$ cat src/rtl/store_buffer_pkg.sv
// Shared constants for the store buffer: address/data widths, default depth and pointer width.
package store_buffer_pkg;

  localparam int unsigned ADDR_LEN = 32;
  localparam int unsigned DATA_LEN = 32;
  localparam int unsigned SB_DEPTH = 4;
  localparam int unsigned SB_PTR_W = $clog2(SB_DEPTH);

  function automatic int unsigned sb_ptr_w(input int unsigned depth);
    return (depth < 2) ? 1 : $clog2(depth);
  endfunction

endpackage

$ cat src/rtl/store_buffer_if.sv
// Store buffer bus: store capture, ROB commit, forwarding lookup and dmem drain port.
interface store_buffer_if #(
  parameter int unsigned ADDR_LEN = store_buffer_pkg::ADDR_LEN,
  parameter int unsigned DATA_LEN = store_buffer_pkg::DATA_LEN
);
  logic                st_we_i;
  logic [ADDR_LEN-1:0] st_addr_i;
  logic [DATA_LEN-1:0] st_data_i;
  logic [1:0]          com_store_num_i;
  logic                kill_i;
  logic                load_busy_i;
  logic [ADDR_LEN-1:0] ld_addr_i;
  logic                fwd_hit_o;
  logic [DATA_LEN-1:0] fwd_data_o;
  logic                full_o;
  logic                empty_o;
  logic                dmem_we_o;
  logic [ADDR_LEN-1:0] dmem_addr_o;
  logic [DATA_LEN-1:0] dmem_wdata_o;

  modport master (
    output st_we_i, st_addr_i, st_data_i, com_store_num_i, kill_i, load_busy_i, ld_addr_i,
    input  fwd_hit_o, fwd_data_o, full_o, empty_o, dmem_we_o, dmem_addr_o, dmem_wdata_o
  );

  modport slave (
    input  st_we_i, st_addr_i, st_data_i, com_store_num_i, kill_i, load_busy_i, ld_addr_i,
    output fwd_hit_o, fwd_data_o, full_o, empty_o, dmem_we_o, dmem_addr_o, dmem_wdata_o
  );
endinterface

$ cat src/rtl/store_buffer_fwd_match.sv
// Priority search for the youngest valid entry whose word address matches the load address.
module store_buffer_fwd_match #(
  parameter int unsigned DEPTH    = 4,
  parameter int unsigned ADDR_LEN = 32,
  parameter int unsigned PTR_W    = 2
) (
  input  logic [PTR_W-1:0]    head,
  input  logic [PTR_W:0]      count,
  input  logic [ADDR_LEN-1:0] addr [DEPTH],
  input  logic [ADDR_LEN-1:0] ld_addr,
  output logic                hit,
  output logic [PTR_W-1:0]    idx
);
  localparam int unsigned CNT_W = PTR_W + 1;
  localparam logic [ADDR_LEN-1:0] WORD_MASK = ~ADDR_LEN'(3);

  logic [PTR_W-1:0] slot;

  // Scan oldest to youngest so the last match seen is the youngest one.
  always_comb begin
    hit  = 1'b0;
    idx  = head;
    slot = '0;
    for (int unsigned i = 0; i < DEPTH; i++) begin
      slot = head + PTR_W'(i);
      if ((CNT_W'(i) < count) && (((addr[slot] ^ ld_addr) & WORD_MASK) == '0)) begin
        hit = 1'b1;
        idx = slot;
      end
    end
  end
endmodule

$ cat src/rtl/store_buffer.sv
// In-order speculative store buffer with commit, kill and one-per-cycle drain to dmem.
// Build option: STORE_BUFFER_FWD_EN selects data forwarding; otherwise fwd_hit_o flags a conflict.
module store_buffer #(
  parameter int unsigned DEPTH    = store_buffer_pkg::SB_DEPTH,
  parameter int unsigned ADDR_LEN = store_buffer_pkg::ADDR_LEN,
  parameter int unsigned DATA_LEN = store_buffer_pkg::DATA_LEN
) (
  input  logic           clk_i,
  input  logic           reset_i,
  store_buffer_if.slave  bus
);
  import store_buffer_pkg::*;

  localparam int unsigned PTR_W = sb_ptr_w(DEPTH);
  localparam int unsigned CNT_W = PTR_W + 1;
  localparam logic [ADDR_LEN-1:0] WORD_MASK = ~ADDR_LEN'(3);

  typedef logic [PTR_W-1:0] ptr_t;
  typedef logic [CNT_W-1:0] cnt_t;

  logic [ADDR_LEN-1:0] addr_q [DEPTH];
  logic [DATA_LEN-1:0] data_q [DEPTH];
  ptr_t head, tail;
  cnt_t count, com_count;
  cnt_t uncom, req, commit, com_next, count_next;
  logic full, empty, enq, drain;
  logic                dmem_we;
  logic [ADDR_LEN-1:0] dmem_addr;
  logic [DATA_LEN-1:0] dmem_wdata;

  always_comb begin
    full       = (count == CNT_W'(DEPTH));
    empty      = (count == '0);
    enq        = bus.st_we_i && !full && !bus.kill_i;
    drain      = (com_count != '0) && !bus.load_busy_i;
    uncom      = count - com_count;
    req        = CNT_W'(bus.com_store_num_i);
    commit     = (req > uncom) ? uncom : req;
    com_next   = com_count + commit - CNT_W'(drain);
    // Kill keeps only what is committed after this cycle's commit and drain.
    count_next = bus.kill_i ? com_next : count + CNT_W'(enq) - CNT_W'(drain);
  end

  always_ff @(posedge clk_i or negedge reset_i) begin
    if (!reset_i) begin
      head       <= '0;
      tail       <= '0;
      count      <= '0;
      com_count  <= '0;
      dmem_we    <= 1'b0;
      dmem_addr  <= '0;
      dmem_wdata <= '0;
    end else begin
      assert (!(bus.st_we_i && full && !bus.kill_i))
        else $warning("store_buffer: store dropped while full");
      assert (req <= uncom)
        else $warning("store_buffer: commit request clamped");
      head      <= head + ptr_t'(drain);
      tail      <= bus.kill_i ? head + ptr_t'(drain) + ptr_t'(com_next) : tail + ptr_t'(enq);
      count     <= count_next;
      com_count <= com_next;
      dmem_we   <= drain;
      if (drain) begin
        dmem_addr  <= addr_q[head];
        dmem_wdata <= data_q[head];
      end
    end
  end

  always_ff @(posedge clk_i) begin
    if (enq) begin
      addr_q[tail] <= bus.st_addr_i;
      data_q[tail] <= bus.st_data_i;
    end
  end

  assign bus.full_o       = full;
  assign bus.empty_o      = empty;
  assign bus.dmem_we_o    = dmem_we;
  assign bus.dmem_addr_o  = dmem_addr;
  assign bus.dmem_wdata_o = dmem_wdata;

`ifdef STORE_BUFFER_FWD_EN
  logic fwd_hit;
  ptr_t fwd_idx;

  store_buffer_fwd_match #(
    .DEPTH    (DEPTH),
    .ADDR_LEN (ADDR_LEN),
    .PTR_W    (PTR_W)
  ) u_fwd_match (
    .head    (head),
    .count   (count),
    .addr    (addr_q),
    .ld_addr (bus.ld_addr_i),
    .hit     (fwd_hit),
    .idx     (fwd_idx)
  );

  assign bus.fwd_hit_o  = fwd_hit;
  assign bus.fwd_data_o = fwd_hit ? data_q[fwd_idx] : '0;
`else
  logic [DEPTH-1:0] slot_hit;
  ptr_t             off;

  always_comb begin
    slot_hit = '0;
    off      = '0;
    for (int unsigned j = 0; j < DEPTH; j++) begin
      off         = ptr_t'(j) - head;
      slot_hit[j] = ({1'b0, off} < count) && (((addr_q[j] ^ bus.ld_addr_i) & WORD_MASK) == '0);
    end
  end

  assign bus.fwd_hit_o  = |slot_hit;
  assign bus.fwd_data_o = '0;
`endif
endmodule

$ cat src/flat_wrapper.sv
// flat-port wrapper written by rule: the top's interface ports become plain ports
module store_buffer_flat import store_buffer_pkg::*;
#(
  parameter int unsigned DEPTH    = store_buffer_pkg::SB_DEPTH,
  parameter int unsigned ADDR_LEN = store_buffer_pkg::ADDR_LEN,
  parameter int unsigned DATA_LEN = store_buffer_pkg::DATA_LEN
)
  (clk_i, reset_i, bus_st_we_i, bus_st_addr_i, bus_st_data_i, bus_com_store_num_i, bus_kill_i, bus_load_busy_i, bus_ld_addr_i, bus_fwd_hit_o, bus_fwd_data_o, bus_full_o, bus_empty_o, bus_dmem_we_o, bus_dmem_addr_o, bus_dmem_wdata_o);
  store_buffer_if #(.ADDR_LEN(ADDR_LEN), .DATA_LEN(DATA_LEN)) bus_i ();
  input  logic clk_i;
  input  logic reset_i;
  input wire logic [$bits(bus_i.st_we_i)-1:0] bus_st_we_i;
  input wire logic [$bits(bus_i.st_addr_i)-1:0] bus_st_addr_i;
  input wire logic [$bits(bus_i.st_data_i)-1:0] bus_st_data_i;
  input wire logic [$bits(bus_i.com_store_num_i)-1:0] bus_com_store_num_i;
  input wire logic [$bits(bus_i.kill_i)-1:0] bus_kill_i;
  input wire logic [$bits(bus_i.load_busy_i)-1:0] bus_load_busy_i;
  input wire logic [$bits(bus_i.ld_addr_i)-1:0] bus_ld_addr_i;
  output wire logic [$bits(bus_i.fwd_hit_o)-1:0] bus_fwd_hit_o;
  output wire logic [$bits(bus_i.fwd_data_o)-1:0] bus_fwd_data_o;
  output wire logic [$bits(bus_i.full_o)-1:0] bus_full_o;
  output wire logic [$bits(bus_i.empty_o)-1:0] bus_empty_o;
  output wire logic [$bits(bus_i.dmem_we_o)-1:0] bus_dmem_we_o;
  output wire logic [$bits(bus_i.dmem_addr_o)-1:0] bus_dmem_addr_o;
  output wire logic [$bits(bus_i.dmem_wdata_o)-1:0] bus_dmem_wdata_o;
  assign bus_i.st_we_i = bus_st_we_i;
  assign bus_i.st_addr_i = bus_st_addr_i;
  assign bus_i.st_data_i = bus_st_data_i;
  assign bus_i.com_store_num_i = bus_com_store_num_i;
  assign bus_i.kill_i = bus_kill_i;
  assign bus_i.load_busy_i = bus_load_busy_i;
  assign bus_i.ld_addr_i = bus_ld_addr_i;
  assign bus_fwd_hit_o = bus_i.fwd_hit_o;
  assign bus_fwd_data_o = bus_i.fwd_data_o;
  assign bus_full_o = bus_i.full_o;
  assign bus_empty_o = bus_i.empty_o;
  assign bus_dmem_we_o = bus_i.dmem_we_o;
  assign bus_dmem_addr_o = bus_i.dmem_addr_o;
  assign bus_dmem_wdata_o = bus_i.dmem_wdata_o;
  store_buffer #(.DEPTH(DEPTH), .ADDR_LEN(ADDR_LEN), .DATA_LEN(DATA_LEN)) u_core (.clk_i(clk_i), .reset_i(reset_i), .bus(bus_i));
endmodule
$ cat config.mk
export PLATFORM = sky130hd
export DESIGN_NAME = store_buffer_flat
export DESIGN_NICKNAME = d
export VERILOG_FILES = /design/src/rtl/store_buffer_pkg.sv /design/src/rtl/store_buffer_if.sv /design/src/rtl/store_buffer_fwd_match.sv /design/src/rtl/store_buffer.sv /design/src/flat_wrapper.sv
export SDC_FILE = /design/constraint.sdc
export NUM_CORES = 1
export LEC_CHECK = 0
export BUFFER_PORTS_ARGS = -buffer_cell sky130_fd_sc_hd__buf_2
export CAP_MARGIN = 20
export CORE_MARGIN = 2
export CORE_UTILIZATION = 52
export CTS_CLUSTER_SIZE = 10
export DETAILED_ROUTE_END_ITERATION = 6
export GPL_TIMING_DRIVEN = 0
export PLACE_DENSITY = 0.76
export RECOVER_POWER = 50
export SKIP_LAST_GASP = 1
export SLEW_MARGIN = 10
export SYNTH_ARGS = -nofsm -noshare
export SYNTH_HDL_FRONTEND = slang
export SYNTH_SLANG_ARGS = --single-unit
$ cat constraint.sdc
create_clock -name clk_i -period 6.1 [get_ports clk_i]
set_clock_uncertainty 0.2 [all_clocks]
set_input_delay 0 -clock clk_i [delete_from_list [all_inputs] [get_ports clk_i]]
set_output_delay 0 -clock clk_i [all_outputs]
set_load 0.02 [all_outputs]
==> out/qor.yml <==
clocking:
  clock-root-buffer: "clkbuf_16"
  clk_latency_ns: 0.52
  hold_buffers: 71
  path_clk_slew_ns: 0.05
  post_cts_buffers: 0
  cts_resized: 0
  cts_buffers: 39
  htreeDepth: 2
  clk_path_buf_depth: 3
  tritoncts: "built"
  clock-sinks: 331
logic_synthesis:
  synth-edff-count: 256
  yosysWarnings: 0
  synth-async-reset-ratio_pct: 22.7
  synth.distinct_cells: 32
  ys.flop_type: "edfxtp_1"
  yosysSeqAreaShare_pct: 67.2
  yosys.area.top_type_share_pct: 54.0
  synth-seq-cells: 331
  synth_area_um2: 14200
  yosysTopAreaCell: "edfxtp_1"
  syn_area_per_cell_um2: 18.8
  synth_cells: 756
  synthTopCellsByArea: "edfxtp_1 (54%), dfrtp_1 (13%), mux4_2 (10%), xor2_1 (6.1%), mux2_4 (4.2%)"
timing:
  max_freq_ghz: 0.265
  slew_headroom_pct: -106
  fin_crit_ns: 3.77
  holdWs_ns: 0.0483
  finalSetupTns_ns: 0
  worst_pin_slew_ns: 3.08
  slew_violations: 77
  hold_viol_final: 0
  rsz0062_at_grt: "false"
  setup-violations-final: 0
  fin_crit_sh_pct: 61.8
critical_path:
  r2r_cells: 16
  crit_type: "in2async"
  start_kind: "primary input"
  cp_max_fo: 49
  r2r_start: "u_core.count[0]"
  cp-end-kind: "asynchronous set/reset pin"
  r2r-end: "u_core.tail[1]"
  rrSetupSlack_ns: 2.42
  crit_required_ns: 5.83
  cp.arrival_ns: 3.49
drt:
  vias_per_cell: 5.35
  drt_iter0_markers: 562
  drc: 0
  routed_wl_mm: 32.3
  drtPass1Iterations: 6
  vias: 7736
  post_drt_wl_per_cell_um: 22.3
  drtAntennaViolNets: 0
power_and_ir_drop:
  ir_drop_mv: 0.327
  power_density_nw_per_um2: 457
  p_leak_nw: 6.51
  fin_total_pwr_mw: 8.00
status:
  status: "finished, violations left"
  violations: "capacitance limit, slew limit"
grt:
  grt_pass1_vias: 8211
  grt_pass1_wl_mm: 48.3
  grt_antenna_before_repair: 4
  overflow: 0
  grt_max_degree: 50
  grt_usage_pct: 23.0
cells_and_area:
  multi_input_area_um2: 4300
  num-nets-final: 1195
  layout_commonest_cell: "edfxtp_1"
  seq_area_um2: 9560
  drive_gt1_share_pct: 27.4
  areaGrowthSynthToFinish_pct: 23.2
  fillers: 1943
  final_cell_mix: "edfxtp_1 (256), clkbuf_1 (131), xor2_1 (99)"
floorplan:
  ios: 203
  die_x_um: 169
  start_util_pct: 52.9
  row_count: 60
  fp.dieArea_um2: 28700
  core_area_um2: 26900
  die_h_um: 169
placed_design:
  port_buffers: 165
  routabilityCongestion: 0.828
  dpl.hpwl_mm: 21.8
min_path:
  hold_depth: 3
  whs_endpoint: "u_core.data_q[0][24]"
  hold_path.class: "in2reg"
  hold_start: "bus_st_we_i"
job:
  cap_violations: 2
[area by class of cell]
cell class                 instances  share of cell area [%]
sequential                       331                    54.6
multi-input combinational        381                    24.5
timing repair buffer             246                    9.16
buffer                            57                    2.51
clock buffer                      67                    6.17
clock inverter                     4                   0.193
inverter                          18                   0.386
tap                              341                    2.44
antenna                            2                  0.0286
[worst max path at each step]
stage	cells after the start	to	slack, ns	start
2_1_floorplan	5	u_core.addr_q[1][0]	1.50	u_core.count[2]
3_3_place_gp	5	u_core.data_q[1][3]	-1.23	u_core.count[2]
3_5_place_dp	16	u_core.tail[1]	2.47	u_core.count[0]
4_1_cts	16	u_core.tail[1]	2.43	u_core.count[0]
5_1_grt	4	u_core.bus.dmem_wdata_o[24]	1.55	reset_i
6_report	4	u_core.bus.dmem_wdata_o[31]	2.33	reset_i
[cell usage after synthesis, drive strengths merged, types with 3 or more instances]
cell	instances
nand4	10
fa	3
nand2	4
mux2	66
dfrtp	75
edfxtp	256
mux4	64
a21oi	8
nor3	5
buf	55
xor2	99
ha	15
nand3	4
nor2	3
a2111oi	4
inv	18
nor4	22
xnor2	32
[through the flow]
step / instance area, um2 / worst slack [ns] / cells / utilization, %
2_1_floorplan: 14300 / 1.50 / 787 / -
3_3_place_gp: 15600 / -1.23 / 1293 / 58.0
3_5_place_dp: 15800 / 2.47 / 1303 / 59.0
4_1_cts: 17700 / 2.43 / 1445 / 65.8
5_1_grt: 17500 / 1.55 / 1447 / 65.2
6_report: 17500 / 2.33 / 1447 / 65.2
[kinds of logic (layout without fill, tap and decap cells)]
group	after synthesis	after routing	synth area share, %
AOI/OAI and AO/OA	15	15	0.651
buffers and inverters	75	392	3.56
muxes	132	132	16.6
and+or+nand+nor	53	53	2.17
other	1	34	0.0264
adders and majority gates	18	18	1.74
DFF	331	331	67.2
xor gates and xnor gates	131	131	8.07
[sequential cells by signal, indices dropped and copies added, names as in the netlist]
signal and cells:
u_core.data_q 128, u_core.count 3, u_core.head 2, u_core.tail 2
u_core.addr_q 128, u_core.bus.dmem_addr_o 32, u_core.bus.dmem_we_o 1, u_core.com_count 3
u_core.bus.dmem_wdata_o 32
[report_power, final]
part           internal (mW)  leakage (nW)  total, mW  switching [mW]
combinational           1.34          2.78       2.80            1.46
clock                   1.20         0.527       2.06           0.857
sequential              2.90          3.20       3.14           0.240
total                   5.45          6.51       8.00            2.56
[critical path, stage by stage]
cell and delay, ns:
dlygate4sd3_1 0.52, dlygate4sd3_1 0.54, clkbuf_1 0.18, clkbuf_1 2.19
[per-layer routing]
| layer | global-route usage, % | share of wire (%) |
|---|---|---|
| met1 | 30.7 | 41 |
| met2 | 37.5 | 49 |
| met3 | 5.36 | 7.6 |
| met4 | 7.92 | 2.8 |
| met5 | 0 | 0.074 |
(Power assumes the default switching activity.)
